[src/rtl/decoder_scan_ctrl.sv]
// -----------------------------------------------------------------------------
// decoder_scan_ctrl
//
// Upstream sequencer for a 3-to-8 enabled decoder. It walks through the
// channels enabled in `mask` and holds each one for a programmable dwell time.
// Between channels it can insert blanking cycles, so the decoder never shows
// two channels back-to-back. It supports continuous and single-sweep modes.
//
// Parameters:
//   DWELL_W      width of the dwell input and of the dwell counter
//   BLANK_CYCLES number of cycles sel_en is held low between channels (0..15)
//
// Ports:
//   clk     system clock, rising edge
//   rst_n   asynchronous active-low reset
//   start   begin a scan (ignored while busy or when mask == 0)
//   stop    abort the scan; has priority over start and over any advance
//   mode    0 = continuous, 1 = single sweep; latched when a start is accepted
//   mask    channel enables, bit i enables channel i
//   dwell   active cycles per channel; 0 is treated as 1
//   sel     registered channel index, drives the decoder `in`
//   sel_en  registered enable, drives the decoder `en`
//   busy    high while in ACTIVE or BLANK
//   done    one-cycle pulse when a single sweep completes
// -----------------------------------------------------------------------------
module decoder_scan_ctrl #(
    parameter int DWELL_W      = 8,
    parameter int BLANK_CYCLES = 1
) (
    input  logic               clk,
    input  logic               rst_n,
    input  logic               start,
    input  logic               stop,
    input  logic               mode,
    input  logic [7:0]         mask,
    input  logic [DWELL_W-1:0] dwell,
    output logic [2:0]         sel,
    output logic               sel_en,
    output logic               busy,
    output logic               done
);

    // A zero-width counter is not legal, so keep at least one bit even when
    // blanking is disabled (the BLANK state is then never entered).
    localparam int BLANK_W = (BLANK_CYCLES > 0) ? $clog2(BLANK_CYCLES + 1) : 1;
    localparam logic [BLANK_W-1:0] BLANK_LOAD =
        BLANK_W'((BLANK_CYCLES > 0) ? BLANK_CYCLES - 1 : 0);

    typedef enum logic [1:0] {
        IDLE   = 2'd0,
        ACTIVE = 2'd1,
        BLANK  = 2'd2
    } state_t;

    state_t             state_q, state_d;
    logic [2:0]         sel_q, sel_d;
    logic               sel_en_q, sel_en_d;
    logic               busy_q, busy_d;
    logic               done_q, done_d;
    logic               mode_q, mode_d;
    logic [DWELL_W-1:0] dwell_cnt_q, dwell_cnt_d;
    logic [BLANK_W-1:0] blank_cnt_q, blank_cnt_d;

    // Index of the lowest set bit (0 when none is set).
    function automatic logic [2:0] lowest_set(input logic [7:0] m);
        lowest_set = 3'd0;
        for (int i = 7; i >= 0; i--) begin
            if (m[i]) lowest_set = 3'(i);
        end
    endfunction

    // The dwell counter runs from eff_dwell-1 down to 0, so its load value is
    // max(dwell,1)-1.
    logic [DWELL_W-1:0] dwell_load;
    assign dwell_load = (dwell == '0) ? '0 : dwell - DWELL_W'(1);

    // Channels strictly above the current one. An upward search from sel+1
    // finds the lowest of these; if none exist, a wrapped search lands on the
    // lowest set bit of the whole mask (which may be sel itself).
    logic [7:0] above_mask;
    for (genvar gi = 0; gi < 8; gi++) begin : g_above
        assign above_mask[gi] = mask[gi] && (3'(gi) > sel_q);
    end

    logic       next_go;
    logic       next_done;
    logic [2:0] next_sel;

    always_comb begin
        next_go   = 1'b0;
        next_done = 1'b0;
        next_sel  = sel_q;
        if (mask == 8'h00) begin
            // nothing left to scan: return to IDLE without a done pulse
        end else if (above_mask != 8'h00) begin
            next_go  = 1'b1;
            next_sel = lowest_set(above_mask);
        end else if (!mode_q) begin
            next_go  = 1'b1;
            next_sel = lowest_set(mask);
        end else begin
            next_done = 1'b1;
        end
    end

    always_comb begin
        state_d     = state_q;
        sel_d       = sel_q;
        mode_d      = mode_q;
        dwell_cnt_d = dwell_cnt_q;
        blank_cnt_d = blank_cnt_q;
        done_d      = 1'b0;

        case (state_q)
            IDLE: begin
                if (start && !stop && (mask != 8'h00)) begin
                    mode_d      = mode;
                    sel_d       = lowest_set(mask);
                    dwell_cnt_d = dwell_load;
                    state_d     = ACTIVE;
                end
            end
            ACTIVE, BLANK: begin
                if (stop) begin
                    state_d = IDLE;
                end else if ((state_q == ACTIVE) && (dwell_cnt_q != '0)) begin
                    dwell_cnt_d = dwell_cnt_q - DWELL_W'(1);
                end else if ((state_q == BLANK) && (blank_cnt_q != '0)) begin
                    blank_cnt_d = blank_cnt_q - BLANK_W'(1);
                end else if ((state_q == ACTIVE) && (BLANK_CYCLES > 0)) begin
                    state_d     = BLANK;
                    blank_cnt_d = BLANK_LOAD;
                end else if (next_go) begin
                    // Entering a new channel: dwell is re-sampled here.
                    sel_d       = next_sel;
                    dwell_cnt_d = dwell_load;
                    state_d     = ACTIVE;
                end else begin
                    state_d = IDLE;
                    done_d  = next_done;
                end
            end
            default: begin
                state_d = IDLE;
            end
        endcase

        sel_en_d = (state_d == ACTIVE);
        busy_d   = (state_d != IDLE);
    end

    always_ff @(posedge clk or negedge rst_n) begin
        if (!rst_n) begin
            state_q     <= IDLE;
            sel_q       <= 3'd0;
            sel_en_q    <= 1'b0;
            busy_q      <= 1'b0;
            done_q      <= 1'b0;
            mode_q      <= 1'b0;
            dwell_cnt_q <= '0;
            blank_cnt_q <= '0;
        end else begin
            state_q     <= state_d;
            sel_q       <= sel_d;
            sel_en_q    <= sel_en_d;
            busy_q      <= busy_d;
            done_q      <= done_d;
            mode_q      <= mode_d;
            dwell_cnt_q <= dwell_cnt_d;
            blank_cnt_q <= blank_cnt_d;
        end
    end

    assign sel    = sel_q;
    assign sel_en = sel_en_q;
    assign busy   = busy_q;
    assign done   = done_q;

endmodule

[config.mk]
export PLATFORM = sky130hd
export DESIGN_NAME = decoder_scan_ctrl
export DESIGN_NICKNAME = d
export VERILOG_FILES = /design/src/rtl/decoder_scan_ctrl.sv
export SDC_FILE = /design/constraint.sdc
export NUM_CORES = 1
export LEC_CHECK = 0
export CORE_MARGIN = 2
export CORE_UTILIZATION = 48
export CTS_CLUSTER_SIZE = 8
export DETAILED_ROUTE_END_ITERATION = 10
export GPL_TIMING_DRIVEN = 0
export PLACE_DENSITY = 0.79
export SETUP_SLACK_MARGIN = 0.05
export SYNTH_ARGS = -nofsm -noshare
export SYNTH_HDL_FRONTEND = slang
export SYNTH_SLANG_ARGS = --single-unit
[constraint.sdc]
create_clock -name clk -period 2.2 [get_ports clk]
set_clock_uncertainty 0.05 [all_clocks]
set_input_delay 0.33 -clock clk [delete_from_list [all_inputs] [get_ports clk]]
set_output_delay 0.33 -clock clk [all_outputs]
set_load 0.05 [all_outputs]
==> impl_metrics.yaml, run 1 <==
timing:
  period_share_pct: 95.9
  rsz0062_at_grt: "true"
  max_slew_margin_pct: 46.3
  fin_hold_ws_ns: 0.427
  timing_hold_violations_final: 0
  drv_slew: 0
  min_period_ns: 2.11
  tightest_slew_ns: 0.803
  setup_tns_ns: 0
  max_freq_mhz: 474
  final-setup-viol-count: 0
routing:
  via_per_inst: 5.73
  post_drt_wl_per_cell_um: 13.7
  post-route-drc-count: 0
  drt_iter0_drc: 48
  dr_total_vias: 1576
  routed_wl_um: 3780
  ant_nets: 0
  firstDrtPassIters: 4
synthesis:
  ys_warn_count: 0
  synth-compound-area-share_pct: 25.2
  synth_top_family_by_area: "simple AND/OR/NAND/NOR gates"
  syn-num-nets: 217
  synth_largest_area_cell: "dfrtp_1"
  yosysMostFrequentCell: "nor2_1"
  syn_avg_cell_area_um2: 8.61
  synthAdderAreaFrac_pct: 6.18
  synth_flop_cell: "dfrtp_1"
  ys_ff_latch: 18
  synth-async-reset-ratio_pct: 100
  seq_area_frac_synth_pct: 27.8
  synth_cell_types: 53
  synth_edf_count: 0
  muxShareOfSynthArea_pct: 5.41
  yosys-top-cells-count: "nor2_1 (19), dfrtp_1 (18), nand2_1 (14), inv_1 (12), a21oi_1 (11)"
  synth_xor_area_share_pct: 1.62
  synthTopCellsByArea: "dfrtp_1 (28%), ha_1 (6.2%), nor2_1 (4.4%), a21oi_1 (3.4%), nand2_1 (3.2%)"
  synth_top_area_share_pct: 27.8
  synth_cells: 188
  synthSimpleGateAreaFrac_pct: 29.2
  synthesis.area_um2: 1620
setup_path:
  slowest_stage: "or4b_4"
  cp-start-kind: "flop"
  cp_max_fo: 7
  cpLargestDelayFamily: "simple AND/OR/NAND/NOR gates"
  crit_chain: "inv_2 > ha_1 > or4b_4 > o21ai_4 > buf_4 > a31oi_4 > mux2_1"
  crit_arrival_ns: 2.25
  reg2reg_from: "dwell_cnt_q[0]$_DFFE_PN0P_"
  r2r-end: "dwell_cnt_q[1]$_DFFE_PN0P_"
  crit_path_max_incr_delay_ns: 0.49
  path_buf_inv: 2
  crit_type: "reg -> reg"
  required_ns: 2.34
  reg2reg_depth: 7
  cp-end-kind: "flop"
  reg2reg_slack_ns: 0.09
pwr:
  p_int_uw: 1300
  powerDensity_nw_per_um2: 1130
  pwr-share-seq_pct: 24.0
  pwr-share-comb_pct: 67.6
  p_sw_uw: 1150
  swShare_pct: 47.0
  p_leak_uw: 0.000920
  p_clk_share_pct: 8.5
  vdd_drop_max_v: 0.000739
cells_and_area:
  finish.instance_area_um2: 2160
  multi_input_area_um2: 1190
  ff_latch_area_um2: 454
  fin_util_pct: 65.8
  areaGrowthSynthToFinish_pct: 33.5
  drive_gt1_share_pct: 22.3
  num_antenna_cells: 0
  fillers: 286
  fin_nets: 259
flow_run:
  maxCapViolCount: 0
clock_tree:
  tritoncts: "done"
  cts_buffer_depth: 2
  cts.clk_slew.worst_paths_ns: 0.10
  root_buffer: "clkbuf_4"
  h-tree-depth: 1
  cts_sinks: 18
  clk_latency_ns: 0.31
  cts_buffers: 3
die:
  io_pins: 27
  rows: 21
  die_y_um: 62.1
  initial_core_util_pct: 49.3
  dieArea_um2: 3850
  die_w_um: 62.1
  core_um2: 3280
placement:
  placed_cell_area_um2: 1940
  finalWeightedCongestion: 0.880
  hpwlAfterDp_um: 2770
  portBuffers: 26
grt:
  grt_pass1_wl_um: 5930
  grt_start_max_net_pins: 19
  grt_pass1_vias: 1307
  grt_antenna_before_repair: 0
  grt_overflow_total: 0
  gr-usage-all-layers_pct: 20.9
outcome:
  outcome: "complete, no violations"
min_path:
  hold_path_class: "in -> async"
how the worst max path moves through the flow:
stage / startpoint / endpoint / slack [ns] / depth (start not counted)
6_report: dwell_cnt_q[0]$_DFFE_PN0P_ / dwell_cnt_q[1]$_DFFE_PN0P_ / 0.09 / 7
3_5_place_dp: mask[5] / sel[2]$_DFFE_PN0P_ / -0.50 / 6
5_1_grt: state_q[0]$_DFF_PN0_ / dwell_cnt_q[1]$_DFFE_PN0P_ / -0.03 / 7
3_3_place_gp: mask[5] / sel[2]$_DFFE_PN0P_ / -0.48 / 6
2_1_floorplan: sel[1]$_DFFE_PN0P_ / sel[0]$_DFFE_PN0P_ / 0.05 / 6
4_1_cts: state_q[1]$_DFF_PN0_ / dwell_cnt_q[1]$_DFFE_PN0P_ / 0.04 / 7
cell usage in the layout (no fill, tap or decap), drive strengths merged, types with 4 or more instances in the layout:
cell type	instances
nor4	5
nor3	7
inv	12
dlymetal6s2s	4
nand2b	5
buf	14
mux2	5
nor2	19
nor3b	4
a32o	4
clkbuf	5
ha	8
a21oi	12
o21ai	8
or3	8
nand3	6
dfrtp	18
nand2	15
clkdlybuf4s50	19
a31oi	6
nor2b	6
metrics by stage:
stage                     instances  total power [µW]  setup WS, ns
after floorplan                 188              1670        0.0523
after global placement          260              2000        -0.480
after detailed placement        260              2030        -0.499
after CTS                       267              2340        0.0432
after global routing            275              2640       -0.0280
final                           275              2450        0.0900
layer usage:
metal	up-vias	GRT usage (%)	routed length, µm
met4	0	6.69	44
li1	780	-	-
met1	776	29.1	1810
met2	15	32.6	1820
met5	-	0	0
met3	5	4.14	105
cell families (layout without fill, tap and decap cells):
kind of cell	Yosys count	count (layout)
buffers and inverters	16	57
adder cells (fa/ha/maj)	8	8
flip-flops	18	18
AND/OR/NAND/NOR	81	81
XOR/XNOR	3	3
AO/OA/AOI/OAI	55	55
multiplexers	7	7
layout make-up:
cell class	count	area share, %
Multi-Input combinational cell	154	54.9
Sequential cell	18	21.0
Timing Repair Buffer	37	16.1
Tap cell	46	2.66
Inverter	12	2.08
Clock buffer	4	1.68
Buffer	4	1.56
flip-flops by register name (all words and copies together) (netlist names):
name / flops
sel_en: 1
done: 1
mode_q: 1
sel: 3
blank_cnt_q: 1
dwell_cnt_q: 8
state_q: 2
busy: 1
power by group through the flow:
stage | Sequential (µW) | Clock [µW] | Combinational, µW
2_1_floorplan | 730 | 0 | 944
3_3_place_gp | 595 | 0 | 1410
3_5_place_dp | 602 | 0 | 1430
4_1_cts | 594 | 215 | 1530
5_1_grt | 607 | 229 | 1810
6_report | 588 | 208 | 1660
what timing repair did:
action | CTS | global route
setup endpoints to repair | 11 | 12
pin swaps | 2 | 8
resized for setup | 16 | 13
hold buffers | 0 | 0
buffers inserted | 3 | 8
worst register-to-register path, cell delays in order (launching register included):
cell and delay [ns]:
dfrtp_1 0.41, inv_2 0.08, ha_1 0.14, or4b_4 0.49, o21ai_4 0.19, buf_4 0.18
a31oi_4 0.14, mux2_1 0.33
No activity file was read; power rests on OpenSTA's default activity.
==> inputs of run 2 (changes only) <==
--- a/config.mk
+++ b/config.mk
@@ -12,6 +12,7 @@
 export GPL_TIMING_DRIVEN = 0
 export PLACE_DENSITY = 0.79
 export SETUP_SLACK_MARGIN = 0.05
+export SLEW_MARGIN = 40
 export SYNTH_ARGS = -nofsm -noshare
 export SYNTH_HDL_FRONTEND = slang
 export SYNTH_SLANG_ARGS = --single-unit
==> impl_metrics.yaml, run 2 (synthesis gave the netlist of run 1 again) <==
outcome:
  outcome: "complete, no violations"
routing:
  post_drt_wl_per_cell_um: 13.7
  post-route-drc-count: 0
  ant_nets: 0
  drt_iter0_drc: 57
  routed_wl_um: 3790
  firstDrtPassIters: 4
  via_per_inst: 5.72
  dr_total_vias: 1578
die:
  rows: 21
  die_y_um: 62.1
  io_pins: 27
  initial_core_util_pct: 49.3
  die_w_um: 62.1
  dieArea_um2: 3850
  core_um2: 3280
setup_path:
  required_ns: 2.34
  cp-end-kind: "flop"
  r2r-end: "dwell_cnt_q[1]$_DFFE_PN0P_"
  reg2reg_depth: 7
  slowest_stage: "or4b_4"
  reg2reg_from: "dwell_cnt_q[0]$_DFFE_PN0P_"
  critPathLaunch: "dwell_cnt_q[0]$_DFFE_PN0P_"
  crit_path_max_incr_delay_ns: 0.49
  critPathCapture: "dwell_cnt_q[1]$_DFFE_PN0P_"
  cp-start-kind: "flop"
  crit_arrival_ns: 2.25
  reg2reg_slack_ns: 0.09
  crit_type: "reg -> reg"
  cp_max_fo: 7
  crit_chain: "inv_2 > ha_1 > or4b_4 > o21ai_4 > buf_4 > a31oi_4 > mux2_1"
pwr:
  vdd_drop_max_v: 0.000739
  p_leak_uw: 0.000924
  p_total_uw: 2450
  powerDensity_nw_per_um2: 1130
placement:
  portBuffers: 26
  hpwlAfterDp_um: 2770
  finalWeightedCongestion: 0.880
  placed_cell_area_um2: 1940
  place_inst: 260
clock_tree:
  cts.clk_slew.worst_paths_ns: 0.10
  root_buffer: "clkbuf_4"
  h-tree-depth: 1
  cts_buffer_depth: 2
  tritoncts: "done"
  clk_latency_ns: 0.31
  cts_buffers: 3
  cts_sinks: 18
timing:
  drv_slew: 0
  timing_hold_violations_final: 0
  rsz0062_at_grt: "true"
  tightest_slew_ns: 0.497
  fin_hold_ws_ns: 0.422
  max_freq_mhz: 474
  max_slew_margin_pct: 66.7
  min_period_ns: 2.11
  period_share_pct: 95.9
  final-setup-viol-count: 0
min_path:
  hold_path_class: "in -> async"
cells_and_area:
  areaGrowthSynthToFinish_pct: 33.8
  final_cells: 276
  final_common_cell: "clkdlybuf4s50_1"
  drive_gt1_share_pct: 22.6
  final_cell_mix: "clkdlybuf4s50_1 (18), nor2_1 (15), dfrtp_1 (15)"
  finish.instance_area_um2: 2170
  regMostFlops: "dwell_cnt_q"
  largest_reg_flops: 8
  fin_nets: 260
  num_antenna_cells: 0
flow_run:
  maxCapViolCount: 0
grt:
  grt_pass1_wl_um: 5930
  grt_overflow_total: 0
  gr-usage-all-layers_pct: 20.9
  grt_start_max_net_pins: 19
  grt_antenna_before_repair: 0
  grt_pass1_vias: 1307
[run 2: cell count changes in the layout (fill, tap and decap cells not counted), sizes merged]
cell | previous run | this run
buf | 14 | 15
clkdlybuf4s50 | 19 | 18
dlygate4sd3 | 0 | 1
[run 2: worst min-delay path by stage]
| stage | from | endpoint | slack [ns] | cells past startpoint |
|---|---|---|---|---|
| after detailed placement | dwell_cnt_q[1]$_DFFE_PN0P_ | dwell_cnt_q[1]$_DFFE_PN0P_ | 0.46 | 1 |
| after CTS | rst_n | mode_q$_DFFE_PN0P_ | 0.45 | 1 |
| after global placement | dwell_cnt_q[1]$_DFFE_PN0P_ | dwell_cnt_q[1]$_DFFE_PN0P_ | 0.45 | 1 |
| after floorplan | rst_n | blank_cnt_q$_DFFE_PN0P_ | -0.02 | 0 |
| final | rst_n | dwell_cnt_q[3]$_DFFE_PN0P_ | 0.42 | 2 |
| after global routing | rst_n | dwell_cnt_q[4]$_DFFE_PN0P_ | 0.44 | 2 |
[run 2: through the flow]
step           setup WS, ns  util [%]  TNS, ns
2_1_floorplan        0.0523         -        0
3_3_place_gp         -0.480      59.1    -5.16
3_5_place_dp         -0.499      59.1    -5.56
4_1_cts              0.0432      62.6        0
5_1_grt             -0.0280      66.0  -0.0280
6_report             0.0900      66.0        0
[run 2: area by class of cell]
class                      count  area [µm²]
tap                           46        57.6
multi-input combinational    154        1190
buffer                         4        33.8
timing repair buffer          38         354
fill                         286        1120
sequential                    18         454
inverter                      12        45.0
clock buffer                   4        36.3
[run 2: power breakdown]
group	internal (µW)	switching, µW
Sequential	471	117
Combinational	727	930
Clock	101	106
[run 2: repair_timing]
| item | 4_1_cts | 5_1_grt |
|---|---|---|
| resized for setup | 16 | 13 |
| gates cloned | 0 | 0 |
| endpoints found under the setup margin | 11 | 12 |
| pin swaps | 2 | 8 |
| hold buffers | 0 | 1 |
| hold endpoints to repair | 0 | 18 |
| buffers inserted | 3 | 8 |
[run 2: layer usage]
metal  part of all wire (%)  routed length [µm]  vias to the layer above  global-route usage, %
li1                       -                   -                      782                      -
met1                     48                1820                      776                   29.1
met2                     48                1820                       15                   32.6
met3                    2.7                 104                        5                   4.14
met4                    1.2                  44                        0                   6.69
met5                      0                   0                        -                      0
[run 2: worst max-delay path, delay by kind of cell, from the launching register on]
kind | cells | cell delay [ns]
compound gates | 2 | 0.33
simple gates | 1 | 0.49
flops | 1 | 0.41
mux | 1 | 0.33
buf+inv | 2 | 0.26
fa+ha+maj | 1 | 0.14
==> inputs of run 3 (changes only) <==
--- a/config.mk
+++ b/config.mk
@@ -5,7 +5,6 @@
 export SDC_FILE = /design/constraint.sdc
 export NUM_CORES = 1
 export LEC_CHECK = 0
-export CORE_MARGIN = 2
 export CORE_UTILIZATION = 48
 export CTS_CLUSTER_SIZE = 8
 export DETAILED_ROUTE_END_ITERATION = 10
==> impl_metrics.yaml, run 3 (synthesis gave the netlist of run 1 again) <==
outcome:
  outcome: "complete, no violations"
setup_path:
  crit_chain: "inv_2 > ha_1 > or4b_4 > o21ai_4 > buf_4 > a31oi_4 > buf_4 > a32o_1"
  crit_arrival_ns: 2.29
  crit_path_max_incr_delay_ns: 0.49
  cp_max_fo: 5
  r2r-end: "dwell_cnt_q[7]$_DFFE_PN0P_"
  crit_type: "reg -> reg"
  cp-start-kind: "flop"
  cpLargestDelayFamily: "compound AO/OA/AOI/OAI gates"
  cp-end-kind: "flop"
  required_ns: 2.36
  reg2reg_from: "dwell_cnt_q[0]$_DFFE_PN0P_"
  slowest_stage: "or4b_4"
  reg2reg_slack_ns: 0.06
  path_buf_inv: 3
  reg2reg_depth: 8
  crit_top_cell: "buf_4"
timing:
  final-setup-viol-count: 0
  min_period_ns: 2.14
  period_share_pct: 97.2
  rsz0062_at_grt: "true"
  tightest_slew_ns: 0.522
  max_freq_mhz: 468
  timing_hold_violations_final: 0
  fin_ws_ns: 0.0624
  drv_slew: 0
  max_slew_margin_pct: 64.9
die:
  io_pins: 27
  dieArea_um2: 3610
  initial_core_util_pct: 51.8
  die_w_um: 60.1
  core_um2: 3130
  die_y_um: 60.1
  rows: 20
cells_and_area:
  largest_reg_flops: 8
  multi_input_area_um2: 1210
  fillers: 235
  areaGrowthSynthToFinish_pct: 35.1
  final_common_cell: "clkdlybuf4s50_1"
  regMostFlops: "dwell_cnt_q"
  drive_gt1_share_pct: 24.8
  num_antenna_cells: 0
  ff_latch_area_um2: 454
  fin_nets: 260
  final_cell_mix: "clkdlybuf4s50_1 (18), nor2_1 (16), dfrtp_1 (15)"
pwr:
  vdd_drop_max_v: 0.000903
  p_leak_uw: 0.000929
  powerDensity_nw_per_um2: 1170
  p_total_uw: 2550
clock_tree:
  cts_buffer_depth: 2
  clk_latency_ns: 0.31
  cts.clk_slew.worst_paths_ns: 0.11
  tritoncts: "done"
  cts_sinks: 18
  root_buffer: "clkbuf_4"
  cts_buffers: 3
  h-tree-depth: 1
routing:
  via_per_inst: 6.05
  drt_iter0_drc: 148
  ant_nets: 0
  routed_wl_um: 4430
  firstDrtPassIters: 4
  post-route-drc-count: 0
  post_drt_wl_per_cell_um: 16.2
  dr_total_vias: 1657
grt:
  grt_start_max_net_pins: 19
  grt_overflow_total: 0
  grt_pass1_wl_um: 6660
  gr-usage-all-layers_pct: 24.6
  grt_antenna_before_repair: 0
  grt_pass1_vias: 1501
placement:
  dp_slack_ns: -0.518
  hpwlAfterDp_um: 3090
  portBuffers: 26
  finalWeightedCongestion: 0.869
min_path:
  hold_path_class: "in -> async"
flow_run:
  maxCapViolCount: 0
## run 3: final cells by class
| class | instances | share of cell area (%) |
|---|---|---|
| plain buffers | 4 | 1.60 |
| multi-input cells | 154 | 55.2 |
| well taps | 44 | 2.52 |
| inverters | 12 | 2.06 |
| clock buffers | 4 | 1.66 |
| repair buffers | 38 | 16.2 |
| flip-flops and latches | 18 | 20.8 |
## run 3: per-stage QoR
stage	util [%]	cell area, µm²	cells	hold WS (ns)	TNS [ns]
floorplan	-	1620	188	-0.0156	0
global placement	62.0	1940	258	0.445	-4.89
detailed placement	62.0	1940	258	0.452	-5.95
CTS	67.0	2090	269	0.451	0
global route	69.9	2190	274	0.455	-0.0379
finish	69.9	2190	274	0.426	0
## run 3: timing repair
| item | in CTS | in global routing |
|---|---|---|
| pin swaps | 4 | 5 |
| endpoints found under the setup margin | 12 | 13 |
| buffers inserted | 7 | 4 |
| cloned | 0 | 0 |
| hold buffers | 0 | 1 |
| gates resized for setup | 18 | 16 |
| endpoints found under the hold margin | 0 | 18 |
## run 3: power breakdown
group	internal [µW]	switching (µW)
clock	101	113
sequential	471	127
combinational	749	989
## run 3: layer usage
layer  up-vias  wire (µm)  GRT usage (%)
met2        63       2200           41.1
met1       805       1960           32.1
met5         -          0              0
li1        782          -              -
met4         0         51           7.31
met3         7        219           4.76
## run 3: worst max path at each step
stage | end | depth (start not counted) | from | slack, ns
floorplan | sel[0]$_DFFE_PN0P_ | 6 | sel[1]$_DFFE_PN0P_ | 0.05
global placement | sel[0]$_DFFE_PN0P_ | 6 | mask[5] | -0.46
detailed placement | dwell_cnt_q[1]$_DFFE_PN0P_ | 6 | mask[5] | -0.52
CTS | sel[2]$_DFFE_PN0P_ | 7 | mask[7] | 0.06
global route | dwell_cnt_q[7]$_DFFE_PN0P_ | 8 | dwell_cnt_q[0]$_DFFE_PN0P_ | -0.01
finish | dwell_cnt_q[7]$_DFFE_PN0P_ | 8 | dwell_cnt_q[0]$_DFFE_PN0P_ | 0.06
## run 3: worst reg2reg max path, stage by stage (launching register included)
cell and delay, ns:
dfrtp_1 0.43, inv_2 0.10, ha_1 0.14, or4b_4 0.49, o21ai_4 0.18, buf_4 0.16, a31oi_4 0.12, buf_4 0.16
a32o_1 0.22
